<file path="src/rtl/decode_exec_reg.sv">
// ---------------------------------------------------------------------------
// decode_exec_reg
//
// ID/EX pipeline register with hazard control. Each cycle it either captures
// the decoded control bundle from ID or inserts a bubble. It inserts a bubble
// when EX redirects the fetch stream (taken branch or jump), or when the ID
// instruction needs the result of a load that is still in EX. It also drives
// the hold/clear controls for the IF/ID register and keeps saturating counts
// of both bubble causes.
//
// Ports
//   clk, rst              rising-edge clock, synchronous active-high reset
//   id_valid              ID instruction is real (not a bubble)
//   ctl_alu_op[1:0]       ALU-op class (00 add, 01 sub, 10 R-type)
//   ctl_reg_dst .. ctl_jump   single-bit decoded control bundle
//   id_rs1/id_rs2/id_rd   ID register specifiers
//   ex_redirect           taken branch/jump resolved in EX this cycle
//   ex_hold               downstream cannot accept a new instruction
//   ex_alu_op .. ex_jump  registered control bundle in EX
//   ex_rd, ex_valid       registered destination register and valid bit
//   stall_if_id           hold the IF/ID register this cycle
//   flush_if_id           clear the IF/ID register this cycle
//   ex_src[1:0]           source of the EX contents: 00 RUN, 01 BUB_LU, 10 BUB_FL
//   lu_cnt, fl_cnt        saturating load-use / flush bubble counters
// ---------------------------------------------------------------------------
module decode_exec_reg (
  input  logic        clk,
  input  logic        rst,
  input  logic        id_valid,
  input  logic [1:0]  ctl_alu_op,
  input  logic        ctl_reg_dst,
  input  logic        ctl_branch,
  input  logic        ctl_mem_read,
  input  logic        ctl_mem_2_reg,
  input  logic        ctl_mem_write,
  input  logic        ctl_alu_src,
  input  logic        ctl_reg_write,
  input  logic        ctl_jump,
  input  logic [4:0]  id_rs1,
  input  logic [4:0]  id_rs2,
  input  logic [4:0]  id_rd,
  input  logic        ex_redirect,
  input  logic        ex_hold,
  output logic [1:0]  ex_alu_op,
  output logic        ex_reg_dst,
  output logic        ex_branch,
  output logic        ex_mem_read,
  output logic        ex_mem_2_reg,
  output logic        ex_mem_write,
  output logic        ex_alu_src,
  output logic        ex_reg_write,
  output logic        ex_jump,
  output logic [4:0]  ex_rd,
  output logic        ex_valid,
  output logic        stall_if_id,
  output logic        flush_if_id,
  output logic [1:0]  ex_src,
  output logic [15:0] lu_cnt,
  output logic [15:0] fl_cnt
);

  typedef enum logic [1:0] {
    ST_RUN    = 2'b00,
    ST_BUB_LU = 2'b01,
    ST_BUB_FL = 2'b10
  } state_e;

  typedef struct packed {
    logic [1:0] alu_op;
    logic       reg_dst;
    logic       branch;
    logic       mem_read;
    logic       mem_2_reg;
    logic       mem_write;
    logic       alu_src;
    logic       reg_write;
    logic       jump;
  } ctl_t;

  localparam ctl_t      CtlBubble = '0;
  localparam logic [15:0] CntMax  = 16'hFFFF;

  ctl_t        ctl_in;
  ctl_t        ctl_q, ctl_d;
  logic [4:0]  rd_q, rd_d;
  logic        valid_q, valid_d;
  state_e      state_q, state_d;
  logic [15:0] lu_cnt_q, lu_cnt_d;
  logic [15:0] fl_cnt_q, fl_cnt_d;
  logic        load_use;
  logic        rs_match;

  // Gather the loose control inputs into one bundle so bubble insertion and
  // capture can treat them as a unit.
  always_comb begin
    ctl_in           = CtlBubble;
    ctl_in.alu_op    = ctl_alu_op;
    ctl_in.reg_dst   = ctl_reg_dst;
    ctl_in.branch    = ctl_branch;
    ctl_in.mem_read  = ctl_mem_read;
    ctl_in.mem_2_reg = ctl_mem_2_reg;
    ctl_in.mem_write = ctl_mem_write;
    ctl_in.alu_src   = ctl_alu_src;
    ctl_in.reg_write = ctl_reg_write;
    ctl_in.jump      = ctl_jump;
  end

  // A load in EX whose destination feeds the ID instruction cannot be
  // forwarded in time. Register x0 never carries a real dependency.
  always_comb begin
    rs_match = (rd_q == id_rs1) || (rd_q == id_rs2);
    load_use = id_valid && valid_q && ctl_q.mem_read && (rd_q != 5'd0) && rs_match;
  end

  // Next-state and IF/ID control. Priority: reset, hold, redirect, load-use,
  // normal. A redirect discards the ID instruction anyway, so it wins over
  // load-use and the stall stays low; this keeps stall and flush exclusive.
  always_comb begin
    ctl_d       = ctl_q;
    rd_d        = rd_q;
    valid_d     = valid_q;
    state_d     = state_q;
    lu_cnt_d    = lu_cnt_q;
    fl_cnt_d    = fl_cnt_q;
    stall_if_id = 1'b0;
    flush_if_id = 1'b0;

    if (rst) begin
      // Register contents are cleared in the sequential block; IF/ID
      // controls stay low so nothing held or flushed survives reset.
      stall_if_id = 1'b0;
      flush_if_id = 1'b0;
    end else if (ex_hold) begin
      stall_if_id = 1'b1;
    end else if (ex_redirect) begin
      flush_if_id = 1'b1;
      ctl_d       = CtlBubble;
      rd_d        = 5'd0;
      valid_d     = 1'b0;
      state_d     = ST_BUB_FL;
      fl_cnt_d    = (fl_cnt_q == CntMax) ? fl_cnt_q : fl_cnt_q + 16'd1;
    end else if (load_use) begin
      stall_if_id = 1'b1;
      ctl_d       = CtlBubble;
      rd_d        = 5'd0;
      valid_d     = 1'b0;
      state_d     = ST_BUB_LU;
      lu_cnt_d    = (lu_cnt_q == CntMax) ? lu_cnt_q : lu_cnt_q + 16'd1;
    end else begin
      // An invalid ID slot enters EX as a clean bubble whatever the decoder
      // happens to be producing.
      ctl_d   = id_valid ? ctl_in : CtlBubble;
      rd_d    = id_valid ? id_rd : 5'd0;
      valid_d = id_valid;
      state_d = ST_RUN;
    end
  end

  // State register with synchronous reset.
  always_ff @(posedge clk) begin
    if (rst) begin
      ctl_q    <= CtlBubble;
      rd_q     <= 5'd0;
      valid_q  <= 1'b0;
      state_q  <= ST_RUN;
      lu_cnt_q <= 16'd0;
      fl_cnt_q <= 16'd0;
    end else begin
      ctl_q    <= ctl_d;
      rd_q     <= rd_d;
      valid_q  <= valid_d;
      state_q  <= state_d;
      lu_cnt_q <= lu_cnt_d;
      fl_cnt_q <= fl_cnt_d;
    end
  end

  assign ex_alu_op    = ctl_q.alu_op;
  assign ex_reg_dst   = ctl_q.reg_dst;
  assign ex_branch    = ctl_q.branch;
  assign ex_mem_read  = ctl_q.mem_read;
  assign ex_mem_2_reg = ctl_q.mem_2_reg;
  assign ex_mem_write = ctl_q.mem_write;
  assign ex_alu_src   = ctl_q.alu_src;
  assign ex_reg_write = ctl_q.reg_write;
  assign ex_jump      = ctl_q.jump;
  assign ex_rd        = rd_q;
  assign ex_valid     = valid_q;
  assign ex_src       = state_q;
  assign lu_cnt       = lu_cnt_q;
  assign fl_cnt       = fl_cnt_q;

endmodule

</file>
<file path="config.mk">
export PLATFORM = sky130hd
export DESIGN_NAME = decode_exec_reg
export DESIGN_NICKNAME = d
export VERILOG_FILES = /design/src/rtl/decode_exec_reg.sv
export SDC_FILE = /design/constraint.sdc
export NUM_CORES = 1
export LEC_CHECK = 0
export BUFFER_PORTS_ARGS = -buffer_cell sky130_fd_sc_hd__buf_2
export CORE_MARGIN = 3
export CORE_UTILIZATION = 49
export CTS_CLUSTER_SIZE = 24
export DETAILED_ROUTE_END_ITERATION = 7
export PLACE_DENSITY = 0.89
export SKIP_LAST_GASP = 1
export SLEW_MARGIN = 5
export SYNTH_ARGS = -nofsm -noshare
export SYNTH_HDL_FRONTEND = slang
export SYNTH_SLANG_ARGS = --single-unit
</file>
<file path="constraint.sdc">
create_clock -name clk -period 2.72 [get_ports clk]
set_input_delay 0.272 -clock clk [delete_from_list [all_inputs] [get_ports clk]]
set_output_delay 0.272 -clock clk [all_outputs]
set_load 0.03 [all_outputs]
</file>
==> results.tsv, run 1 <==
stage	metric	value	unit
timing	Peak Freq	430	MHz
synth	Synthesized Nets	273	
global_routing	initial antenna violation count	0	
synth	Cells after Synth	241	
finish	commonest non-fill, non-tap cell in the layout	buf_2	
finish	Area growth syn-to-layout	24.2	%
finish	ant diodes	0	
clock_tree	clk_lat worst skew	0.31	ns
finish	end-of-flow core utilization	0.659	
detailed_routing	Antenna Nets Post-Route	0	
critical_path	CP delay by family, top	simple AND/OR/NAND/NOR gates	
timing	Least-Margin Pin Slew	0.996	ns
clock_tree	cts bufs inserted	5	
place	GPL Wtd Cong	0.894	
worst_hold_path	Min-Delay Path Class	in -> reg	
worst_hold_path	Worst Hold Depth	2	
power_and_ir_drop	VDD IR-drop max	0.302	mV
place	dpl hpwl	3960	um
place	Setup WS pre-CTS	0.520	ns
place	IO Port Bufs	81	
clock_tree	H-tree levels	2	
critical_path	crit-path max cell delay	0.44	ns
timing	Slew headroom	0.333	
clock_tree	TritonCTS clock tree	yes	
synth	Post-synth EDFFs	0	
detailed_routing	wirelength, routed	5390	um
detailed_routing	DRT Pass-1 Iters	4	
critical_path	worst reg2reg setup slack	0.48	ns
timing	Final period util	0.855	
synth	Synthesis Warnings	0	
clock_tree	CTS resizes	0	
critical_path	Worst Path Required	2.45	ns
clock_tree	CTS clk-pin slew, worst paths	0.09	ns
power_and_ir_drop	Pwr Density	472	nW/um2
timing	Final Slew Violations	0	
floorplanning	starting density of the core	0.530	
global_routing	largest net degree at the start of global routing	40	
detailed_routing	Remaining DRCs	0	
power_and_ir_drop	Power Total	1.31	mW
detailed_routing	Routed wire per std cell	14.4	um
detailed_routing	via count	2061	
synth	Syn Std Cell Area	2230	um2
finish	Finished Layout Cells	373	
critical_path	worst path cell trace	xnor2_1 -> nand3_1 -> o22ai_1 -> nor2b_2 -> or2b_1 -> a21oi_1 -> buf_2	
timing	setup ws final	0.396	ns
clock_tree	Max clock buf depth	2	
synth	Yosys cell types	40	
synth	Seq cells post-synth	50	
floorplanning	IO Pins	82	
outcome	outcome	completed	
timing	Setup TNS Final	0	ns
finish	layout cells sized above 1	0.322	
detailed_routing	routed vias/inst	5.53	
finish	commonest non-fill, non-tap cells in the layout	buf_2, dfxtp_1, nor2_1	
synth	Mean Syn Cell Area	9.25	um2
place	Post-Place Cells	365	
worst_hold_path	hold path start	ctl_alu_src	
synth	async set or reset register ratio after synthesis	0	
floorplanning	height of the die	73.4	um
critical_path	reg2reg path depth	7	
critical_path	crit path kind	reg -> out	
floorplanning	die area	5390	um2
power_and_ir_drop	P_leak	1.21	nW
global_routing	first-pass GRT wire length	9010	um
detailed_routing	Starting DRT DRC Count	136	
clock_tree	Clock Tree Root	clkbuf_8	
floorplanning	Std-Cell Core Area	4200	um2
timing	RSZ-0062 raised after global routing	no	
synth	ys flop type	dfxtp_1	
synth	post-synthesis sequential area ratio	0.449	
clock_tree	Post-CTS Setup Bufs	0	
clock_tree	Sink Count	50	
critical_path	critical path peak fanout	5	
timing	final hold vios	0	
critical_path	r2r startpoint	lu_cnt[0]	
timing	Setup Skew	0.00425	ns
timing	final setup fails	0	
floorplanning	chip width	73.4	um
critical_path	Reg-to-Reg End	lu_cnt[6]	
critical_path	endpoint type of the worst setup path	output pin	
critical_path	WP data arrival	2.05	ns
clock_tree	cts hold-fix bufs	0	
finish	nets@finish	354	
critical_path	buffer and inverter count on the worst path	1	
floorplanning	FP Rows	23	
global_routing	GRT Resource Usage Total	0.214	
flow_run	max capacitance violation total	0	
worst_hold_path	WHS Endpoint	ex_alu_src	
timing	crit path time final	2.32	ns
critical_path	critical path's slowest cell	dfxtp_1	
critical_path	Worst setup SP type	register	
global_routing	Congestion Overflow GR	0	
global_routing	vias in the first global route	1942	
-- layer usage --
metal  global-route usage  wire length, um  vias up
met5                    0                0        -
met4               0.0704               79        0
met3               0.0547              329        6
met2                0.386             2780       56
met1                0.244             2200      978
li1                     -                -     1021
-- report_power, final --
group | total, mW | switching (mW) | internal, mW
Clock | 0.450 | 0.245 | 0.205
Sequential | 0.751 | 0.0104 | 0.740
Combinational | 0.106 | 0.0627 | 0.0437
Total | 1.31 | 0.318 | 0.988
-- cell families (layout without fill, tap and decap cells) --
family / count (synthesis) / count (layout) / share of synthesized area
compound gates: 35 / 35 / 0.124
xor+xnor: 34 / 34 / 0.134
fa+ha+maj: 2 / 2 / 0.0112
buf+inv: 11 / 93 / 0.0253
flops: 50 / 50 / 0.449
mux: 2 / 2 / 0.00898
simple gates: 107 / 107 / 0.248
-- cell type report --
| type | instances | area (um2) |
|---|---|---|
| fill | 372 | 1430 |
| clock buffer | 6 | 82.6 |
| timing repair buffer | 84 | 428 |
| tap | 50 | 62.6 |
| sequential | 50 | 1000 |
| multi-input combinational | 180 | 1180 |
| inverter | 1 | 3.75 |
| clock inverter | 2 | 12.5 |
-- Yosys cell counts (2+ instances only) --
cell type / number / area share
mux2i_1: 2 / 0.0090
or3_1: 4 / 0.011
xnor2_1: 15 / 0.059
a22o_2: 6 / 0.027
a21oi_1: 7 / 0.016
and4_1: 3 / 0.012
nor2b_1: 3 / 0.0084
nor3_1: 3 / 0.0067
nand2_1: 16 / 0.027
xor2_1: 19 / 0.075
ha_1: 2 / 0.011
and3_1: 5 / 0.014
nand4_1: 16 / 0.045
nor2_1: 31 / 0.052
nand3_1: 14 / 0.031
o21ai_0: 4 / 0.0090
clkbuf_1: 8 / 0.013
or4_1: 2 / 0.0067
o31ai_1: 2 / 0.0067
nor4_1: 2 / 0.0056
a22o_1: 9 / 0.035
dfxtp_1: 50 / 0.45
-- through the flow --
| stage | area, um2 | hold slack, ns |
|---|---|---|
| after floorplan | 2230 | 0.373 |
| after global placement | 2670 | 0.449 |
| after detailed placement | 2670 | 0.454 |
| after CTS | 2770 | 0.171 |
| after global routing | 2770 | 0.168 |
| final | 2770 | 0.179 |
-- worst max path at each step --
stage	startpoint	endpoint	slack [ns]	cells past startpoint
final	ex_rd[0]	stall_if_id	0.40	7
after floorplan	ex_rd[0]	stall_if_id	0.50	6
after global routing	ex_rd[3]	stall_if_id	0.22	7
after global placement	lu_cnt[0]	lu_cnt[6]	0.65	7
after detailed placement	lu_cnt[0]	lu_cnt[6]	0.52	7
after CTS	ex_rd[0]	stall_if_id	0.37	7
-- worst reg2reg max path, delay by kind of cell (launching register included) --
| family | cells | cell delay [ns] |
|---|---|---|
| compound gates | 2 | 0.75 |
| fa+ha+maj | 1 | 0.25 |
| flops | 1 | 0.37 |
| simple gates | 4 | 0.81 |
Note: power is estimated with default switching activity, not from simulation.
==> run 2, diff against run 1 <==
==> config.mk (replaced) <==
export PLATFORM = sky130hd
export DESIGN_NAME = decode_exec_reg
export DESIGN_NICKNAME = d
export VERILOG_FILES = /design/src/rtl/decode_exec_reg.sv
export SDC_FILE = /design/constraint.sdc
export NUM_CORES = 1
export LEC_CHECK = 0
export ABC_AREA = 1
export BUFFER_PORTS_ARGS = -buffer_cell sky130_fd_sc_hd__buf_2
export CORE_MARGIN = 2
export CORE_UTILIZATION = 52
export CTS_CLUSTER_SIZE = 24
export DETAILED_ROUTE_END_ITERATION = 7
export PLACE_DENSITY = 0.9
export SKIP_LAST_GASP = 1
export SYNTH_ARGS = -nofsm -noshare
export SYNTH_HDL_FRONTEND = slang
export SYNTH_SLANG_ARGS = --single-unit
==> run 2 against run 1 <==
Cell area grew 18%. Clock power increased by 19%. Fmax up 0.47%. Sequential share of layout area fell by 5.6 points. Critical path type unchanged. Largest power group unchanged. Highest routed layer unchanged.
==> results.tsv, run 2 <==
stage	metric	value	unit	change
synth	Synth top area share	0.366		-0.0832
timing	RSZ-0062 raised after global routing	no		
synth	simple-gate share of the synthesized area	0.423		+0.175
clock_tree	cts bufs inserted	5		unchanged
global_routing	initial antenna violation count	0		unchanged
global_routing	Congestion Overflow GR	0		unchanged
finish	end-of-flow core utilization	0.641		-0.0179
finish	commonest non-fill, non-tap cells in the layout	nand2_1, nor2_1, buf_2		
detailed_routing	Antenna Nets Post-Route	0		unchanged
finish	Fillers	466		+25%
finish	commonest non-fill, non-tap cell in the layout	nand2_1		
timing	Slew headroom	0.647		+0.314
critical_path	crit path kind	reg -> out		
finish	layout cells sized above 1	0.230		-0.0920
power_and_ir_drop	Pwr Density	446	nW/um2	-5.6%
timing	Setup Skew	0.00523	ns	+0.000979 ns
synth	adder-cell area share of the yosys netlist	0.00915		-0.00208
clock_tree	H-tree levels	2		unchanged
timing	Least-Margin Pin Slew	0.529	ns	-0.467 ns
synth	Cells after Synth	407		+69%
timing	crit path time final	2.31	ns	-0.0110 ns
floorplanning	IO Pins	82		unchanged
finish	nets@finish	519		+47%
clock_tree	Clock Tree Root	clkbuf_8		
timing	Final Slew Violations	0		unchanged
floorplanning	FP Rows	26		+13%
clock_tree	Max clock buf depth	2		unchanged
synth	Seq cells post-synth	50		unchanged
clock_tree	CTS clk-pin slew, worst paths	0.09	ns	about the same
floorplanning	chip width	76.5	um	+4.2%
synth	synth cell count leaders	nand2_1, nor2_1, dfxtp_1		
power_and_ir_drop	P_leak	1.52	nW	+25%
synth	async set or reset register ratio after synthesis	0		unchanged
synth	post-synthesis mux area share	0.0439		+0.0349
detailed_routing	Routed wire per std cell	10.9	um	-25%
critical_path	critical path peak fanout	14		+9
detailed_routing	routed vias/inst	4.87		-12%
global_routing	largest net degree at the start of global routing	23		-43%
critical_path	Worst setup SP type	register		
synth	Synthesized Nets	439		+61%
synth	ys flop type	dfxtp_1		
timing	final hold vios	0		unchanged
global_routing	vias in the first global route	2468		+27%
detailed_routing	via count	2710		+31%
timing	Peak Freq	432	MHz	+0.47%
synth	largest area contributor in the netlist	dfxtp_1		
place	dpl hpwl	4730	um	+19%
detailed_routing	wirelength, routed	6080	um	+13%
floorplanning	starting density of the core	0.536		+0.00515
place	GPL Wtd Cong	0.862		-3.5%
synth	Synthesis Warnings	0		unchanged
clock_tree	clk_lat worst skew	0.30	ns	about the same
place	IO Port Bufs	81		unchanged
detailed_routing	Starting DRT DRC Count	118		-13%
clock_tree	cts hold-fix bufs	0		unchanged
finish	Area growth syn-to-layout	19.7	%	
synth	most common cell in the netlist	nand2_1		
synth	leading post-synthesis cells by cell area	dfxtp_1, nand2_1, nor2_1, inv_1, nor2_4		
outcome	outcome	completed		
floorplanning	die area	5860	um2	+8.6%
synth	Synth Area in XOR/XNOR	0.0224		-0.111
worst_hold_path	Min-Delay Path Class	in -> reg		
critical_path	WP data arrival	2.04	ns	about the same
synth	Post-synth EDFFs	0		unchanged
critical_path	endpoint type of the worst setup path	output pin		
flow_run	max capacitance violation total	0		unchanged
detailed_routing	DRT Pass-1 Iters	4		unchanged
critical_path	Worst Path Required	2.45	ns	about the same
synth	post-synthesis compound-gate area fraction	0.0467		-0.0769
finish	Multi-input gate area	1490	um2	+27%
synth	Yosys cell types	32		-20%
timing	Setup TNS Final	0	ns	unchanged
timing	Final period util	0.851		-0.00403
synth	Mean Syn Cell Area	6.72	um2	-27%
power_and_ir_drop	VDD IR-drop max	0.305	mV	+1.1%
synth	largest family of logic cells by synthesized area	simple AND/OR/NAND/NOR gates		
global_routing	GRT Resource Usage Total	0.218		+0.00440
floorplanning	height of the die	76.5	um	+4.2%
synth	post-synthesis sequential area ratio	0.366		-0.0832
finish	Seq. cell area	1000	um2	unchanged
floorplanning	Std-Cell Core Area	5110	um2	+22%
timing	final setup fails	0		unchanged
global_routing	first-pass GRT wire length	10700	um	+18%
clock_tree	CTS resizes	0		unchanged
finish	ant diodes	0		unchanged
clock_tree	Post-CTS Setup Bufs	0		unchanged
clock_tree	TritonCTS clock tree	yes		
detailed_routing	Remaining DRCs	0		unchanged
synth	Syn Std Cell Area	2740	um2	+23%
clock_tree	Sink Count	50		unchanged
## run 2: changes by cell type after synthesis, sizes merged, moves of 5 or more
cell,before,now
and3,5,0
xor2,19,3
nand2,16,123
nor2,31,100
o21ai,4,11
nand4,16,4
a21oi,7,13
inv,1,44
a22o,15,0
mux2i,2,12
buf,2,7
clkbuf,8,2
xnor2,15,4
## run 2: path summary, 6_finish.rpt
path | from | to | slack, ns | depth (start not counted)
max reg2reg | fl_cnt[0] | fl_cnt[10] | 0.85 | 11
min reg2reg | fl_cnt[9] | fl_cnt[9] | 0.49 | 2
max | ex_rd[0] | stall_if_id | 0.41 | 9
min | ctl_mem_2_reg | ex_mem_2_reg | 0.22 | 3
## run 2: critical path: stages (launching register included)
cell and delay [ns]:
dfxtp_1 0.46, nand2_1 0.10, inv_1 0.07, nor2_1 0.04, nor2_1 0.08, nand3_1 0.08
nand2_2 0.11, nand3_4 0.29, a21oi_1 0.27, buf_2 0.23
## run 2: logic make-up after synthesis
| kind of cell | count (synthesis) |
|---|---|
| AND/OR/NAND/NOR | 258 |
| AO/OA/AOI/OAI | 25 |
| buffers and inverters | 53 |
| XOR/XNOR | 7 |
| flip-flops | 50 |
| adder cells (fa/ha/maj) | 2 |
| multiplexers | 12 |
## run 2: power by group
| part | switching [mW] | internal, mW | leakage, nW |
|---|---|---|---|
| logic | 0.106 | 0.0577 | 1.06 |
| registers | 0.0130 | 0.746 | 0.405 |
| clock network | 0.241 | 0.294 | 0.0573 |
| total | 0.361 | 1.10 | 1.52 |
## run 2: final cells by class
cell class,count,share of cell area
clock inverter,1,0.00917
sequential,50,0.306
clock buffer,6,0.0252
timing repair buffer,82,0.126
multi-input combinational,304,0.456
tap,70,0.0268
inverter,44,0.0512
## run 2: per-stage QoR
step,total power [mW],cells,setup slack (ns),area [um2],hold WS (ns)
final,1.46,557,0.407,3270,0.217
after global placement,0.934,550,0.847,3160,0.449
after detailed placement,0.940,550,0.749,3160,0.474
after floorplan,0.888,407,0.796,2740,0.431
after CTS,1.47,557,0.393,3270,0.207
after global routing,1.52,557,0.216,3270,0.227
## run 2: layer usage
metal  global-route usage  up-vias  part of all wire
li1                     -     1418                 -
met1                0.254     1202              0.44
met2                0.388       78              0.48
met3               0.0533       12             0.050
met4               0.0800        0             0.023
met5                    0        -                 0
==> run 3, diff against run 2 <==
==> constraint.sdc (replaced) <==
create_clock -name clk -period 2.2 [get_ports clk]
set_input_delay 0.22 -clock clk [delete_from_list [all_inputs] [get_ports clk]]
set_output_delay 0.22 -clock clk [all_outputs]
set_load 0.03 [all_outputs]
==> run 3 against run 2 <==
Worst setup slack worse by 0.095 ns. Global-route usage down 0.46 points. Final cell count up 0.36%. Critical path depth unchanged. Sequential share of layout area up 0.094 points. Die area unchanged. Sequential cell count unchanged. Critical endpoint unchanged. Register-to-register slack worse by 0.44 ns.
==> results.tsv, run 3 (synthesis results as in run 2) <==
stage	metric	value	unit	change
clock_tree	cts bufs inserted	5		unchanged
detailed_routing	via count	2723		+0.48%
critical_path	crit-path max cell delay	0.42	ns	-0.04 ns
timing	Peak Freq	530	MHz	
timing	Setup TNS Final	0	ns	unchanged
critical_path	r2r startpoint	fl_cnt[0]		
floorplanning	Std-Cell Core Area	5110	um2	unchanged
timing	RSZ-0062 raised after global routing	no		
finish	commonest non-fill, non-tap cells in the layout	nand2_1, nor2_1, buf_2		
critical_path	worst reg2reg setup slack	0.41	ns	-0.44 ns
detailed_routing	top sig layer	met4		
critical_path	CP delay by family, top	simple AND/OR/NAND/NOR gates		
finish	commonest non-fill, non-tap cell in the layout	nand2_1		
power_and_ir_drop	Pwr Density	518	nW/um2	+16%
global_routing	Congestion Overflow GR	0		unchanged
timing	setup ws final	0.312	ns	-0.0949 ns
timing	final hold vios	0		unchanged
outcome	outcome	completed		
detailed_routing	Remaining DRCs	0		unchanged
finish	ant diodes	0		unchanged
floorplanning	height of the die	76.5	um	unchanged
global_routing	first-pass GRT wire length	10400	um	-2.1%
place	IO Port Bufs	81		unchanged
clock_tree	clk_lat worst skew	0.30	ns	about the same
floorplanning	FP Rows	26		unchanged
timing	crit path time final	1.89	ns	
detailed_routing	met2 wire length	2830	um	-3.6%
clock_tree	Post-CTS Setup Bufs	0		unchanged
power_and_ir_drop	VDD IR-drop max	0.319	mV	+4.4%
clock_tree	Sink Count	50		unchanged
floorplanning	starting density of the core	0.536		unchanged
clock_tree	TritonCTS clock tree	yes		
finish	Area growth syn-to-layout	19.3	%	
clock_tree	CTS resizes	0		unchanged
critical_path	Crit. path cell count	9		unchanged
critical_path	reg2reg path depth	11		unchanged
global_routing	initial antenna violation count	0		unchanged
critical_path	Reg-to-Reg End	fl_cnt[10]		
timing	Final Slew Violations	0		unchanged
clock_tree	H-tree levels	2		unchanged
detailed_routing	Routed wire per std cell	10.7	um	-2.3%
critical_path	buffer and inverter count on the worst path	2		unchanged
worst_hold_path	Min-Delay Path Class	in -> reg		
critical_path	Worst setup SP type	register		
critical_path	WP data arrival	1.67	ns	-0.37 ns
global_routing	largest net degree at the start of global routing	23		unchanged
timing	Slew headroom	0.637		-0.0101
detailed_routing	routed vias/inst	4.87		+0.12%
timing	Final period util	0.858		
detailed_routing	met3 wire length	417	um	+37%
floorplanning	die area	5860	um2	unchanged
critical_path	critical path's slowest cell	dfxtp_1		
flow_run	max capacitance violation total	0		unchanged
place	dpl hpwl	4580	um	-3.1%
clock_tree	cts hold-fix bufs	0		unchanged
global_routing	vias in the first global route	2534		+2.7%
timing	final setup fails	0		unchanged
detailed_routing	DRT Pass-1 Iters	4		unchanged
critical_path	critical path peak fanout	6		-8
finish	nets@finish	520		+0.19%
detailed_routing	wirelength, routed	5960	um	-1.9%
timing	Least-Margin Pin Slew	0.544	ns	+0.0152 ns
power_and_ir_drop	P_leak	1.52	nW	-0.39%
clock_tree	Clock Tree Root	clkbuf_8		
place	Setup WS pre-CTS	0.448	ns	-0.301 ns
clock_tree	Max clock buf depth	2		unchanged
detailed_routing	Antenna Nets Post-Route	0		unchanged
detailed_routing	Starting DRT DRC Count	84		-29%
critical_path	crit path to	stall_if_id		
critical_path	endpoint type of the worst setup path	output pin		
place	GPL Wtd Cong	0.878		+1.9%
floorplanning	IO Pins	82		unchanged
finish	layout cells sized above 1	0.233		+0.00315
critical_path	Worst Path Required	1.98	ns	-0.47 ns
detailed_routing	Routed met1 length	2610	um	-2.9%
critical_path	crit path kind	reg -> out		
clock_tree	CTS clk-pin slew, worst paths	0.09	ns	about the same
global_routing	GRT Resource Usage Total	0.214		-0.00455
timing	Setup Skew	0.00802	ns	+0.00279 ns
critical_path	CP dominant cell by count	nand2_1		
critical_path	worst path cell trace	inv_1 -> nand2_1 -> nand2_1 -> nor2_1 -> nand3_1 -> nand2_2 -> nand3_4 -> a21oi_1 -> buf_2		
floorplanning	chip width	76.5	um	unchanged
critical_path	CP startpoint	ex_rd[1]		
[run 3: cell count changes in the layout (fill, tap and decap cells not counted), sizes merged]
cell / previous run / this run
buf: 82 / 83
bufinv: 1 / 0
clkinv: 0 / 1
clkinvlp: 0 / 1
[run 3: how the worst min path moves through the flow]
stage,end,start,slack (ns),cells after the start
finish,ex_alu_op[1],ctl_alu_op[1],0.16,3
global route,ex_rd[1],id_rd[1],0.17,3
CTS,ex_alu_op[1],ctl_alu_op[1],0.15,3
detailed placement,ex_rd[2],id_rd[2],0.47,3
global placement,ex_src[1],ex_src[1],0.45,2
floorplan,ex_alu_op[0],ctl_alu_op[0],0.38,2
[run 3: worst min-delay path, delay by kind of cell]
family / cells / cell delay [ns]
and+or+nand+nor: 1 / 0.09
muxes: 1 / 0.05
buffers and inverters: 1 / 0.07
[run 3: per-stage QoR]
stage	cells	utilization	power [mW]	area [um2]	hold slack (ns)
finish	559	0.639	1.69	3260	0.159
global route	559	0.639	1.77	3260	0.170
CTS	559	0.639	1.71	3260	0.155
detailed placement	551	0.620	1.16	3170	0.473
global placement	551	0.620	1.15	3170	0.450
floorplan	407	-	1.10	2740	0.379
[run 3: area by class of cell]
cell class / count / area, um2
Fill cell: 482 / 1840
Multi-Input combinational cell: 304 / 1490
Sequential cell: 50 / 1000
Timing Repair Buffer: 83 / 420
Inverter: 44 / 168
Tap cell: 70 / 87.6
Clock buffer: 6 / 82.6
Clock inverter: 2 / 12.5
[run 3: routing by layer]
| layer | track usage | up-vias |
|---|---|---|
| met2 | 0.392 | 88 |
| met4 | 0.0582 | 0 |
| met5 | 0 | - |
| met1 | 0.246 | 1210 |
| li1 | - | 1413 |
| met3 | 0.0533 | 12 |
[run 3: report_power, final]
part | internal [mW] | switching [mW]
sequential | 0.922 | 0.0148
combinational | 0.0712 | 0.128
clock | 0.253 | 0.301
